**src/rtl/mem_port_arbiter.sv**
```systemverilog
// Shares one single-port memory between instruction fetch and load/store, one transaction in flight.
// Optional fetch-fairness streak limit is compiled in with `define MEM_ARB_FAIRNESS_EN.
module mem_port_arbiter #(
    parameter int ADDR_WIDTH   = 32,
    parameter int DATA_WIDTH   = 32,
    parameter int MAX_D_STREAK = 4,
    parameter int MEM_TIMEOUT  = 255
) (
    input  logic                  clk,
    input  logic                  reset_n,
    input  logic                  if_req,
    input  logic [ADDR_WIDTH-1:0] if_addr,
    output logic                  if_gnt,
    output logic                  if_valid,
    output logic [DATA_WIDTH-1:0] if_rdata,
    input  logic                  d_req,
    input  logic                  d_we,
    input  logic [ADDR_WIDTH-1:0] d_addr,
    input  logic [DATA_WIDTH-1:0] d_wdata,
    output logic                  d_gnt,
    output logic                  d_valid,
    output logic [DATA_WIDTH-1:0] d_rdata,
    output logic                  mem_req,
    output logic                  mem_we,
    output logic [ADDR_WIDTH-1:0] mem_addr,
    output logic [DATA_WIDTH-1:0] mem_wdata,
    input  logic                  mem_ready,
    input  logic [DATA_WIDTH-1:0] mem_rdata,
    output logic                  resp_err,
    output logic                  arb_busy
);

    localparam logic [1:0] IDLE  = 2'd0;
    localparam logic [1:0] ISSUE = 2'd1;
    localparam logic [1:0] RESP  = 2'd2;

    localparam int TW = $clog2(MEM_TIMEOUT + 1);
    localparam logic [TW-1:0] TIMEOUT_LAST = TW'(MEM_TIMEOUT - 1);

    if (MAX_D_STREAK < 1 || MAX_D_STREAK > 15 || MEM_TIMEOUT < 1 || MEM_TIMEOUT > 65535) begin : g_bad_param
        $error("mem_port_arbiter: MAX_D_STREAK or MEM_TIMEOUT out of range");
    end

    logic [1:0]    state;
    logic          owner_d;
    logic [TW-1:0] timeout_cnt;
    logic          any_req;
    logic          pick_d;

    assign any_req = if_req | d_req;

`ifdef MEM_ARB_FAIRNESS_EN
    logic [3:0] d_streak;

    // Fetch overrides data only once data has starved it for MAX_D_STREAK grants in a row.
    always_comb begin
        pick_d = d_req && !(if_req && (d_streak == 4'(MAX_D_STREAK)));
    end

    always_ff @(posedge clk) begin
        if (!reset_n) begin
            d_streak <= '0;
        end else if (state == IDLE && any_req) begin
            if (pick_d && if_req) begin
                d_streak <= (d_streak == 4'hF) ? 4'hF : d_streak + 4'd1;
            end else begin
                d_streak <= '0;
            end
        end
    end
`else
    always_comb begin
        pick_d = d_req;
    end
`endif

    always_ff @(posedge clk) begin
        if (!reset_n) begin
            state       <= IDLE;
            owner_d     <= 1'b0;
            timeout_cnt <= '0;
            if_gnt      <= 1'b0;
            if_valid    <= 1'b0;
            if_rdata    <= '0;
            d_gnt       <= 1'b0;
            d_valid     <= 1'b0;
            d_rdata     <= '0;
            mem_req     <= 1'b0;
            mem_we      <= 1'b0;
            mem_addr    <= '0;
            mem_wdata   <= '0;
            resp_err    <= 1'b0;
            arb_busy    <= 1'b0;
        end else begin
            // NOTE: non-blocking everywhere so every flop in this block sees pre-edge values;
            // pulse outputs default low here and are raised only on the cycle they apply.
            if_gnt   <= 1'b0;
            d_gnt    <= 1'b0;
            if_valid <= 1'b0;
            d_valid  <= 1'b0;

            case (state)
                IDLE: begin
                    if (any_req) begin
                        state       <= ISSUE;
                        arb_busy    <= 1'b1;
                        mem_req     <= 1'b1;
                        timeout_cnt <= '0;
                        resp_err    <= 1'b0;
                        owner_d     <= pick_d;
                        if (pick_d) begin
                            d_gnt     <= 1'b1;
                            mem_we    <= d_we;
                            mem_addr  <= d_addr;
                            mem_wdata <= d_wdata;
                        end else begin
                            if_gnt    <= 1'b1;
                            mem_we    <= 1'b0;
                            mem_addr  <= if_addr;
                            mem_wdata <= '0;
                        end
                    end
                end

                ISSUE: begin
                    if (mem_ready) begin
                        state   <= RESP;
                        mem_req <= 1'b0;
                        if (owner_d) begin
                            d_valid <= 1'b1;
                            d_rdata <= mem_we ? '0 : mem_rdata;
                        end else begin
                            if_valid <= 1'b1;
                            if_rdata <= mem_rdata;
                        end
                    end else begin
                        timeout_cnt <= timeout_cnt + 1'b1;
                        // Abort on the cycle the count reaches MEM_TIMEOUT; it never wraps.
                        if (timeout_cnt == TIMEOUT_LAST) begin
                            state    <= RESP;
                            mem_req  <= 1'b0;
                            resp_err <= 1'b1;
                            if (owner_d) begin
                                d_valid <= 1'b1;
                                d_rdata <= '0;
                            end else begin
                                if_valid <= 1'b1;
                                if_rdata <= '0;
                            end
                        end
                    end
                end

                RESP: begin
                    state       <= IDLE;
                    arb_busy    <= 1'b0;
                    resp_err    <= 1'b0;
                    timeout_cnt <= '0;
                end

                default: begin
                    state    <= IDLE;
                    arb_busy <= 1'b0;
                    mem_req  <= 1'b0;
                    resp_err <= 1'b0;
                end
            endcase
        end
    end

endmodule

```
**config.mk**
```make
export PLATFORM = sky130hd
export DESIGN_NAME = mem_port_arbiter
export DESIGN_NICKNAME = d
export VERILOG_FILES = /design/src/rtl/mem_port_arbiter.sv
export SDC_FILE = /design/constraint.sdc
export NUM_CORES = 1
export LEC_CHECK = 0
export CAP_MARGIN = 30
export CELL_PAD_IN_SITES_DETAIL_PLACEMENT = 1
export CELL_PAD_IN_SITES_GLOBAL_PLACEMENT = 1
export CORE_AREA = 5 5 147 149
export DETAILED_ROUTE_END_ITERATION = 16
export DIE_AREA = 0 0 152 154
export HOLD_SLACK_MARGIN = 0.06
export PLACE_DENSITY = 0.74
export SYNTH_ARGS = -nofsm -noshare
export SYNTH_HDL_FRONTEND = slang
export SYNTH_SLANG_ARGS = --single-unit
```
**constraint.sdc**
```tcl
create_clock -name clk -period 2.5 [get_ports clk]
set_clock_uncertainty 0.2 [all_clocks]
set_input_delay 0.625 -clock clk [delete_from_list [all_inputs] [get_ports clk]]
set_output_delay 0.625 -clock clk [all_outputs]
set_load 0.03 [all_outputs]
```
Word-level counts from Yosys, hierarchy flattened
Index checks and enable logic that the tools add are counted.
{"block": "classes", "add_sub_neg": 1, "eq_ne": 7, "n_mux": 36, "bitwise_logic": 4, "n_reduce_logical": 13}
{"cell": "$mux W32", "n": 11}
{"cell": "$pmux W8 S3", "n": 1}
{"cell": "$reduce_and A3 Y1", "n": 6}
{"cell": "$mux W8", "n": 2}
{"cell": "$mux W1", "n": 15}
{"cell": "$add A8 B1 Y8 const B", "n": 1}
{"cell": "$eq A8 B8 Y1 const B", "n": 1}
{"cell": "$reduce_and A2 Y1", "n": 4}
{"cell": "$mux W2", "n": 3}
{"cell": "$ne A2 B2 Y1 const B", "n": 3}
{"cell": "$pmux W1 S2", "n": 2}
{"cell": "$pmux W2 S2", "n": 1}
{"cell": "$ne A3 B3 Y1 const B", "n": 1}
{"cell": "$not A1 Y1", "n": 3}
{"cell": "$pmux W1 S3", "n": 1}
{"cell": "$reduce_bool A3 Y1", "n": 1}
{"cell": "$eq A2 B1 Y1 const B", "n": 1}
{"cell": "$eq A2 B2 Y1 const B", "n": 1}
{"cell": "$logic_not A2 Y1", "n": 1}
{"cell": "$reduce_bool A2 Y1", "n": 1}
{"cell": "$or A1 B1 Y1", "n": 1}
{"block": "word_totals", "reg_bits": 147, "in_bits": 134}

Depth between registers and ports, before layout
Gate-level depths: netlist of the first run.
{"block": "logic_depth", "word_depth": 4, "mapped_depth": 8, "mapped_depth_nobuf": 6}

Worst setup path after synthesis of the first run
No wires, ideal clock.
{"block": "synth_timing", "path_kind": "input to register", "start": "in d_req", "end": "reg mem_wdata[10]", "setup_time_ns": 0.117, "arrival_ns": 1.527, "required_ns": 2.183, "setup_slack_ns": 0.657, "cell_stages": 6, "path_cell_list": "buf_2 o21ai_1 and2_1 buf_4 buf_6 a22o_1"}
{"block": "synth_between", "elab_chain_len": 2}
{"element": "start: declaration", "line": "16", "source": "input logic d_req,"}
{"element": "$or A1 B1 Y1", "line": "50", "source": "assign any_req = if_req | d_req;"}
{"element": "$reduce_and A2 Y1 (no line)"}
{"element": "end signal: assignment", "line": "115", "source": "mem_wdata <= d_wdata;"}
{"element": "end: declaration", "line": "26", "source": "output logic [DATA_WIDTH-1:0] mem_wdata,"}
Parallel ways exist; a longest one is shown, timed or not.
A chain may end at the register's enable or synchronous reset.

Worst setup path after layout of the first run
{"block": "layout_timing", "start": "reg mem_addr[15]", "end": "out mem_addr[15]"}
{"element": "start: declaration", "line": "25", "source": "output logic [ADDR_WIDTH-1:0] mem_addr,"}
{"element": "start signal: assignment", "line": "114", "source": "mem_addr <= d_addr;"}
{"element": "start signal: assignment", "line": "119", "source": "mem_addr <= if_addr;"}
No word-level cell between the ends.

==> key figures, run 1 <==
Status
  • Status: completed

Die
  • Io pins: 270
  • Core Area: approximately 0.02 mm^2
  • Die Height: ~150 um
  • Row count: 52
  • Initial Utilization: 29.5%
  • Die footprint: around 0.023 mm^2
  • Die Wd: roughly 150 um

Setup path
  • Cells on worst reg2reg path: 5
  • Max incr delay on CP: around 0.7 ns
  • Critical path required time: between 1.5 and 2 ns
  • R2R setup slack: about 0.47 ns
  • Delay-heaviest family, CP: buffers and inverters
  • Setup CP Type: reg -> out
  • Worst setup SP type: register
  • CP cell instances: clkdlybuf4s50_1
  • Reg2reg start: state[1]
  • Crit-path max FO: 2
  • Crit path buf inv count: 1
  • Worst setup EP type: primary output
  • Critical Path AT: 1.50 ns
  • Critical-path top delay cell: clkdlybuf4s50_1
  • Reg-to-reg endpoint: if_rdata[31]

Placed design
  • Worst slack at placement: 0.228 ns
  • IO buf count: between 200 and 300
  • Dpl hpwl: approximately 15 mm
  • RePlAce Congestion: 0.737

Global routing
  • Total gr overflow: 0
  • Antenna violations before repair: 0
  • GRT Total Usage: roughly 17%
  • M2 GR Usage: 28.5%
  • Met3 Use GR: just under 7%
  • Largest net degree at the start of global routing: 66
  • First-pass GRT wire length: around 32 mm
  • Vias in the first global route: approximately 5700
  • Busiest grt layer: met2
  • Met1 Use GR: roughly 20%

Logic synthesis
  • Synthesized area per cell: around 10 um^2
  • Largest area contributor in the netlist: dfxtp_1
  • Top post-synthesis cells by area: dfxtp_1 50%, a21boi_1 7.7%, nand3_1 5.6%, mux2i_1 5.4%, o211a_1 5.4%
  • Mux cell area share after synthesis: under 10%
  • Post-synthesis sequential area ratio: roughly half
  • Fraction of the mapped netlist area in simple logic gates: approximately an eighth
  • Synth warn: 0
  • XOR/XNOR Fraction of Synth Area: less than 1%
  • Syn_nets: around 740
  • Synth Area in Adders: 0.423%
  • Netlist cell types: 44
  • Mapped cell area: between 0.005 and 0.006 mm^2
  • Largest family of logic cells by synthesized area: compound AO/OA/AOI/OAI gates
  • Compound-Gate Fraction of Synth Area: 26.0%
  • Synth Instances: approximately 600
  • Number of synthesized register bits: between 100 and 150
  • Synth top area share: about 50%

Worst hold path
  • Hold crit path type: reg -> reg
  • Hold Path Depth: 1
  • WHS Endpoint: mem_wdata[2]
  • Hold Path Origin: mem_wdata[2]

Layout
  • Fill cells: approximately 2300
  • Ant. Diodes: 0
  • Commonest non-fill, non-tap cell in the layout: clkdlybuf4s50_1
  • Final Util: between 40% and 50%
  • Most frequent cells in the layout: 266 x clkdlybuf4s50_1, 147 x dfxtp_1, 66 x nand3_1, 61 x a21boi_1, 38 x o21ai_0
  • # nets final: 978
  • Layout cells sized above 1: under 10%
  • Area Overhead vs Synth: 59.7%

Timing
  • Pins Over Slew Limit: 0
  • Sum of negative setup slack: 0 ns
  • Final setup violation count: 0
  • Minimum clock period: between 2 and 2.5 ns
  • Relative slew slack: approximately 65%
  • Highest clock rate: 431 MHz
  • Period utilisation layout: ~93%
  • Final Hold Vio Count: 0
  • RSZ-0062 raised after global routing: false
  • Worst Tran Pin Value: ~0.53 ns
  • Final setup margin: ~0.18 ns

Clocking
  • H-tree lvl count: 4
  • Postcts setup bufs: 0
  • CTS Buf Count: 17
  • Clk sinks: 147
  • Post-CTS Resized: 0
  • Clock Latency Late Sink: slightly above 0.4 ns
  • Clock-pin slew on the worst setup and hold paths: ~0.060 ns
  • Worst-case clock buffer depth: 2
  • Post-CTS Hold Fix Bufs: 0
  • TritonCTS clock tree: built
  • Root buf cell: clkbuf_16

Power and ir drop
  • Leakage: between 3 and 4 nW
  • Pwr dens: between 700 and 800 mW/mm^2
  • Peak VDD IR: between 0.4 and 0.5 mV

Job
  • Maximum capacitance violations: 0

Routing
  • Residual DRC: 0
  • Total routed wirelength: slightly above 20 mm
  • Vias per cell: just under 5
  • Antenna Nets Post-Route: 0
  • Initial DRC Count: a little over 200
  • Via count: 5491
  • DRT Pass-1 Iters: 4
  • Wire per inst: between 15 and 20 um
==> metrics by stage <==
step / hold slack, ns / instances / area, um^2 / total power [W]
3_5_place_dp: 0.258 / 1093 / 8790 / 0.00387
6_report: 0.275 / 1123 / 9450 / 0.00667
5_1_grt: 0.292 / 1123 / 9450 / 0.00694
4_1_cts: 0.276 / 1123 / 9450 / 0.00677
3_3_place_gp: 0.256 / 1093 / 8790 / 0.00385
2_1_floorplan: 0.256 / 599 / 5920 / 0.00325
==> how the worst max path moves through the flow <==
stage | startpoint | to | depth (start not counted)
floorplan | d_req | mem_wdata[10] | 6
finish | mem_addr[15] | mem_addr[15] | 1
global route | mem_addr[15] | mem_addr[15] | 1
detailed placement | if_req | mem_addr[13] | 6
global placement | if_req | timeout_cnt[2] | 5
CTS | mem_addr[15] | mem_addr[15] | 1
==> sequential cells by signal (all words and copies together), names as in the netlist <==
register     count
d_rdata         32
if_rdata        32
mem_addr        32
mem_wdata       32
timeout_cnt      8
state            2
arb_busy         1
d_gnt            1
d_valid          1
if_gnt           1
if_valid         1
mem_req          1
mem_we           1
owner_d          1
resp_err         1
==> cell families after synthesis <==
| kind of cell | after synthesis |
|---|---|
| buffers and inverters | 61 |
| XOR/XNOR | 3 |
| AO/OA/AOI/OAI | 213 |
| AND/OR/NAND/NOR | 141 |
| multiplexers | 32 |
| flip-flops | 147 |
| adder cells (fa/ha/maj) | 2 |
==> report_power, final <==
group	total, W	internal, W	switching, W
registers	0.00256	0.00248	0.0000829
logic	0.00124	0.000581	0.000664
clock network	0.00286	0.00186	0.000997
total	0.00667	0.00492	0.00174
==> cell type report <==
class / instances / area (um^2) / share of cell area [%]
Sequential cell: 147 / 2940 / 31.2
Timing Repair Buffer: 283 / 2850 / 30.1
Multi-Input combinational cell: 391 / 2660 / 28.1
Clock buffer: 17 / 425 / 4.50
Tap cell: 270 / 338 / 3.58
Clock inverter: 13 / 233 / 2.46
Inverter: 2 / 7.51 / 0.0795
==> routing by layer <==
metal  vias up  wire, um
li1       2657         -
met1      2601      8850
met2       215      9810
met3        18      1710
met4         0       314
met5         -         0
==> Yosys cell counts (all sizes together) <==
master	number
inv	2
o21ai	72
nor3b	2
o21a	1
a21oi	6
nor4	1
nor2b	2
clkbuf	21
nand3b	1
nand2b	3
a211oi	1
and2	1
a21boi	67
buf	38
nor3	4
o211a	32
nand3	68
mux2i	32
xor2	3
nand4	1
and3	4
ha	2
nor2	12
and4	2
nand2	35
or2	1
or3	3
or4	1
dfxtp	147
a22o	33
a21o	1
No activity file was read; power rests on OpenSTA's default activity.
==> run 2: changes to the inputs <==
--- a/config.mk
+++ b/config.mk
@@ -13,6 +13,7 @@
 export DIE_AREA = 0 0 152 154
 export HOLD_SLACK_MARGIN = 0.06
 export PLACE_DENSITY = 0.74
+export REMOVE_ABC_BUFFERS = 1
 export SYNTH_ARGS = -nofsm -noshare
 export SYNTH_HDL_FRONTEND = slang
 export SYNTH_SLANG_ARGS = --single-unit
==> key figures, run 2 (same netlist as run 1, synthesis figures left out) <==
Status
  • Status: completed

Layout
  • Ant. Diodes: 0 (unchanged)
  • Area Overhead vs Synth: 59.3%
  • # nets final: 980 (+0.20%)
  • Layout cells sized above 1: 7.23% (+0.44 points)
  • Most frequent cells in the layout: 266 x clkdlybuf4s50_1, 147 x dfxtp_1, 66 x nand3_1, 61 x a21boi_1, 38 x o21ai_0
  • Design area: 0.00943 mm^2 (-0.21%)
  • Commonest non-fill, non-tap cell in the layout: clkdlybuf4s50_1

Placed design
  • RePlAce Congestion: 0.736 (-0.19%)
  • IO buf count: 269 (unchanged)
  • Worst slack at placement: 0.204 ns (-0.0241 ns)
  • Dpl hpwl: 14.9 mm (+0.62%)
  • Placement Cell Area: 0.00879 mm^2 (about the same)

Timing
  • Final Hold Vio Count: 0 (unchanged)
  • Highest clock rate: 426 MHz (-1.1%)
  • Relative slew slack: 59.7% (-4.9 points)
  • Worst Tran Pin Value: 0.605 ns (+0.0736 ns)
  • Pins Over Slew Limit: 0 (unchanged)
  • Final setup violation count: 0 (unchanged)
  • Period utilisation layout: 93.9% (+1.0 points)
  • Minimum clock period: 2.35 ns (+0.0251 ns)
  • Sum of negative setup slack: 0 ns (unchanged)
  • Final setup margin: 0.153 ns (-0.0251 ns)
  • RSZ-0062 raised after global routing: false
  • WHS: 0.270 ns (-0.00496 ns)

Global routing
  • First-pass GRT wire length: 32.4 mm (+0.94%)
  • Largest net degree at the start of global routing: 66 (unchanged)
  • Total gr overflow: 0 (unchanged)
  • GRT Total Usage: 17.3% (+0.32 points)
  • Antenna violations before repair: 0 (unchanged)
  • Vias in the first global route: 5611 (-1.9%)

Setup path
  • Max incr delay on CP: 0.72 ns (about the same)
  • Crit path buf inv count: 1 (unchanged)
  • Setup CP Type: reg -> out
  • Critical Path AT: 1.52 ns (+0.02 ns)
  • Worst setup SP type: register
  • R2R setup slack: 0.54 ns (+0.07 ns)
  • CP cell instances: clkdlybuf4s50_1
  • Critical path required time: 1.67 ns (about the same)
  • Worst setup EP type: primary output
  • Critical-path top delay cell: clkdlybuf4s50_1
  • Crit-path max FO: 3 (+1)
  • Delay-heaviest family, CP: buffers and inverters

Die
  • Die Wd: 152 um (unchanged)
  • Initial Utilization: 29.5% (unchanged)
  • Io pins: 270 (unchanged)
  • Core Area: 0.0200 mm^2 (unchanged)
  • Row count: 52 (unchanged)
  • Die footprint: 0.0234 mm^2 (unchanged)
  • Die Height: 154 um (unchanged)

Routing
  • Vias per cell: 4.87 (-0.41%)
  • DRT Pass-1 Iters: 4 (unchanged)
  • Via count: 5488 (-0.055%)
  • Wire per inst: 18.6 um (+0.90%)
  • Antenna Nets Post-Route: 0 (unchanged)
  • Initial DRC Count: 253 (+22%)
  • Total routed wirelength: 20.9 mm (+1.3%)
  • Residual DRC: 0 (unchanged)

Clocking
  • Post-CTS Hold Fix Bufs: 0 (unchanged)
  • CTS Buf Count: 17 (unchanged)
  • Clock Latency Late Sink: 0.42 ns (about the same)
  • H-tree lvl count: 4 (unchanged)
  • Postcts setup bufs: 0 (unchanged)
  • Worst-case clock buffer depth: 2 (unchanged)
  • TritonCTS clock tree: built
  • Clk sinks: 147 (unchanged)
  • Clock-pin slew on the worst setup and hold paths: 0.06 ns (about the same)
  • Root buf cell: clkbuf_16
  • Post-CTS Resized: 0 (unchanged)

Worst hold path
  • Hold crit path type: reg -> reg

Job
  • Maximum capacitance violations: 0 (unchanged)

Power and ir drop
  • Peak VDD IR: 0.496 mV (+22%)
  • Leakage: 3.70 nW (-0.18%)
  • Pwr dens: 693 mW/mm^2 (-1.8%)
## run 2: per-stage QoR
| step | util, % | cells | power, W |
|---|---|---|---|
| after floorplan | - | 540 | 0.00316 |
| after global placement | 43.9 | 1095 | 0.00386 |
| after detailed placement | 43.9 | 1095 | 0.00387 |
| after CTS | 47.0 | 1127 | 0.00664 |
| after global routing | 47.0 | 1127 | 0.00681 |
| final | 47.0 | 1127 | 0.00654 |
## run 2: final cells by class
class	instances	area, um^2
Tap cell	270	338
Sequential cell	147	2940
Clock buffer	20	467
Multi-Input combinational cell	391	2660
Fill cell	2272	10600
Inverter	2	7.51
Timing Repair Buffer	285	2850
Clock inverter	12	169
## run 2: per-layer routing
| metal | part of all wire, % | vias up | wire, um | global-route usage (%) |
|---|---|---|---|---|
| met1 | 43 | 2582 | 9090 | 21.3 |
| li1 | - | 2657 | - | - |
| met4 | 1.7 | 0 | 357 | 5.35 |
| met3 | 9.5 | 24 | 1990 | 7.34 |
| met2 | 45 | 225 | 9510 | 27.5 |
| met5 | 0 | - | 0 | 0 |
## run 2: final timing paths
kind | startpoint | endpoint | cells after the start
hold reg to reg | d_rdata[22] | d_rdata[22] | 2
setup / recovery | mem_we | mem_we | 1
hold / removal | d_rdata[22] | d_rdata[22] | 2
setup reg to reg | timeout_cnt[0] | d_rdata[3] | 7
## run 2: where the power goes
part | internal, W | total (W) | switching (W)
clock | 0.00167 | 0.00273 | 0.00106
combinational | 0.000578 | 0.00124 | 0.000662
sequential | 0.00248 | 0.00256 | 0.0000816
==> run 3: changes to the inputs <==
--- a/config.mk
+++ b/config.mk
@@ -14,6 +14,7 @@
 export HOLD_SLACK_MARGIN = 0.06
 export PLACE_DENSITY = 0.74
 export REMOVE_ABC_BUFFERS = 1
+export SKIP_LAST_GASP = 1
 export SYNTH_ARGS = -nofsm -noshare
 export SYNTH_HDL_FRONTEND = slang
 export SYNTH_SLANG_ARGS = --single-unit
==> constraint.sdc (replaced) <==
create_clock -name clk -period 2.5 [get_ports clk]
set_clock_uncertainty 0.2 [all_clocks]
set_input_delay 0.625 -clock clk [delete_from_list [all_inputs] [get_ports clk]]
set_output_delay 0.625 -clock clk [all_outputs]
set_load 0.01 [all_outputs]
==> results of run 3 <==
The final DEF is identical to that of run 2. Status: completed.
Main changes from that run: setup slack after layout 0.153 ns -> 0.287 ns; total power 0.00654 W -> 0.00634 W
==> RTL edit (config.mk and constraints of run 2) <==
The option `MEM_ARB_FAIRNESS_EN` is turned on by a define.
--- a/src/rtl/mem_port_arbiter.sv
+++ b/src/rtl/mem_port_arbiter.sv
@@ -1,5 +1,7 @@
 // Shares one single-port memory between instruction fetch and load/store, one transaction in flight.
 // Optional fetch-fairness streak limit is compiled in with `define MEM_ARB_FAIRNESS_EN.
+`define MEM_ARB_FAIRNESS_EN
+
 module mem_port_arbiter #(
     parameter int ADDR_WIDTH   = 32,
     parameter int DATA_WIDTH   = 32,
Behaviour: no difference found for any inputs over 4 cycles, from zero or initial values and one cycle with reset_n low; that may be too few to reach the edited logic, so the function may still have changed.
==> RTL edit against run 2 <==
  * Total power down 1.2%
  * Worst hold slack worse by 0.0020 ns
  * Wire length up 0.27%
  * Clock power down 6%
  * Synthesized area down 4.2%
  * Via count up 5.8%
  * Sequential cell count up 4
  * Worst setup slack worse by 0.045 ns
  * Critical path type unchanged
  * Sequential share of layout area up 1.3 points
  * Design area down 1.4%
==> RTL edit: results (changes against run 2) <==
----------------------------------------------------
[Power and ir drop]
  Sw frac ... 29.37% (+1.7 points)
  Leakage Power ... 3.375 nW (-8.8%)
  Cell Pwr Density ... 694.4 nW/µm² (+0.14%)
  Part of the total power dissipated in sequential elements ... 40.5% (+1.3 points)
  Peak supply drop ... 0.0004432 V (-11%)

[Placement]
  Place WS ... 0.1473 ns (-0.05631 ns)
  Placed wire-length estimate after detailed placement ... 14.87 mm (+0.11%)
  GPL Wtd Cong ... 0.7658 (+4.1%)
  Number of port buffers ... 269 (unchanged)

[Finish]
  Layout fillers ... 2301 (+1.3%)
  Final Net Count ... 1021 (+4.2%)
  Non-clock buffer share of cell area ... 31.65% (+1.4 points)
  Clk tree area frac ... 6.271% (-0.47 points)
  Multi-Input Combinational ... 415 (+6.1%)
  Final-layout clock buffer total ... 19 (-5.0%)
  Layout cell share with drive strength beyond 1 ... 7.589% (+0.35 points)
  Area of combinational cells with multiple inputs ... 2392 µm² (-9.9%)
  Inverters ... 5 (+3)
  Sequential cell area in the final layout ... 3023 µm² (+2.7%)
  Count of plain and timing-repair buffers in the layout ... 293 (+2.8%)

[Setup path]
  Peak per-stage delay on the critical path ... 0.75 ns (+0.03 ns)
  Crit path arrival time ... 1.57 ns (+0.05 ns)
  Max stage delay cell, worst path ... sky130_fd_sc_hd__clkdlybuf4s50_1

[Routing]
  Final routed wirelength across all metal layers ... 21.01 mm (+0.27%)
  Iter 0 DRT Violations ... 240 (-5.1%)
  Total via count in the routed design ... 5807 (+5.8%)

[Global route]
  Wire length of the first global-routing pass ... 32.95 mm (+1.8%)
  Maximum number of pins on one net before global-route repair ... 65 (-1.5%)
  Global routing usage summed across all routing layers ... 17.25% (-0.047 points)
  Via count of the first global-routing pass ... 5895 (+5.1%)

[Yosys]
  Sequential area share after synthesis ... 53.35% (+3.6 points)
  Most used standard cells in the synthesized netlist ... sky130_fd_sc_hd__dfxtp_1 (151), sky130_fd_sc_hd__a21oi_1 (106), sky130_fd_sc_hd__o21ai_0 (63)
  Yosys warning count ... 0 (unchanged)
  Top post-synthesis cells by area ... sky130_fd_sc_hd__dfxtp_1 (53%), sky130_fd_sc_hd__a21oi_1 (9.4%), sky130_fd_sc_hd__a32o_1 (5.7%), sky130_fd_sc_hd__o21ai_0 (5.6%), sky130_fd_sc_hd__a22oi_1 (4.4%)
  Count of different cell masters after synthesis ... 38 (-14%)

[Clock network]
  CTS root buffer ... sky130_fd_sc_hd__clkbuf_16
  Total clock sinks ... 151 (+2.7%)
  Number of buffers created by CTS ... 17 (unchanged)

[Status]
  Outcome ... finished, final reports clean

[Timing]
  Slew at the pin with the worst max-slew slack ... 0.6792 ns (+0.07415 ns)

[Min path]
  Type of the worst min-delay path ... reg2reg

----------------------------------------------------
[RTL edit: final timing paths]
kind                  startpoint     endpoint  slack, ns  cells past startpoint
setup / recovery          mem_we       mem_we       0.11                      1
hold / removal       d_rdata[22]  d_rdata[22]       0.27                      1
setup reg to reg  timeout_cnt[0]  if_rdata[6]       0.49                      7
hold reg to reg      d_rdata[22]  d_rdata[22]       0.27                      1
[RTL edit: metal layers]
layer	share of wire, %	vias up	global-route usage [%]
met5	0	-	0
met3	6.2	25	5.424
met4	1.8	0	5.394
li1	-	2788	-
met2	48	186	28.70
met1	44	2808	21.38
[RTL edit: stage by stage]
| stage | cell area (µm²) | TNS [ns] | instances | utilization [%] |
|---|---|---|---|---|
| 2_1_floorplan | 5405 | -83.64 | 571 | - |
| 3_3_place_gp | 8715 | 0 | 1134 | 43.49 |
| 3_5_place_dp | 8715 | 0 | 1134 | 43.49 |
| 4_1_cts | 9298 | 0 | 1166 | 46.40 |
| 5_1_grt | 9298 | 0 | 1166 | 46.40 |
| 6_report | 9298 | 0 | 1166 | 46.40 |
[RTL edit: worst register-to-register path: cells and delay by family (launching register included)]
family | cells | cell delay (ns)
simple gates | 1 | 0.22
flops | 1 | 0.40
buf+inv | 2 | 0.40
compound gates | 3 | 0.51
fa+ha+maj | 1 | 0.21
[RTL edit: cells by family (layout without fill, tap and decap cells)]
kind of cell | count (synthesis) | in the layout | synth area share, %
flip-flops | 151 | 151 | 53.35
AO/OA/AOI/OAI | 253 | 253 | 27.42
adder cells (fa/ha/maj) | 4 | 4 | 0.8832
AND/OR/NAND/NOR | 155 | 155 | 12.94
buffers and inverters | 63 | 330 | 4.946
XOR/XNOR | 3 | 3 | 0.4638
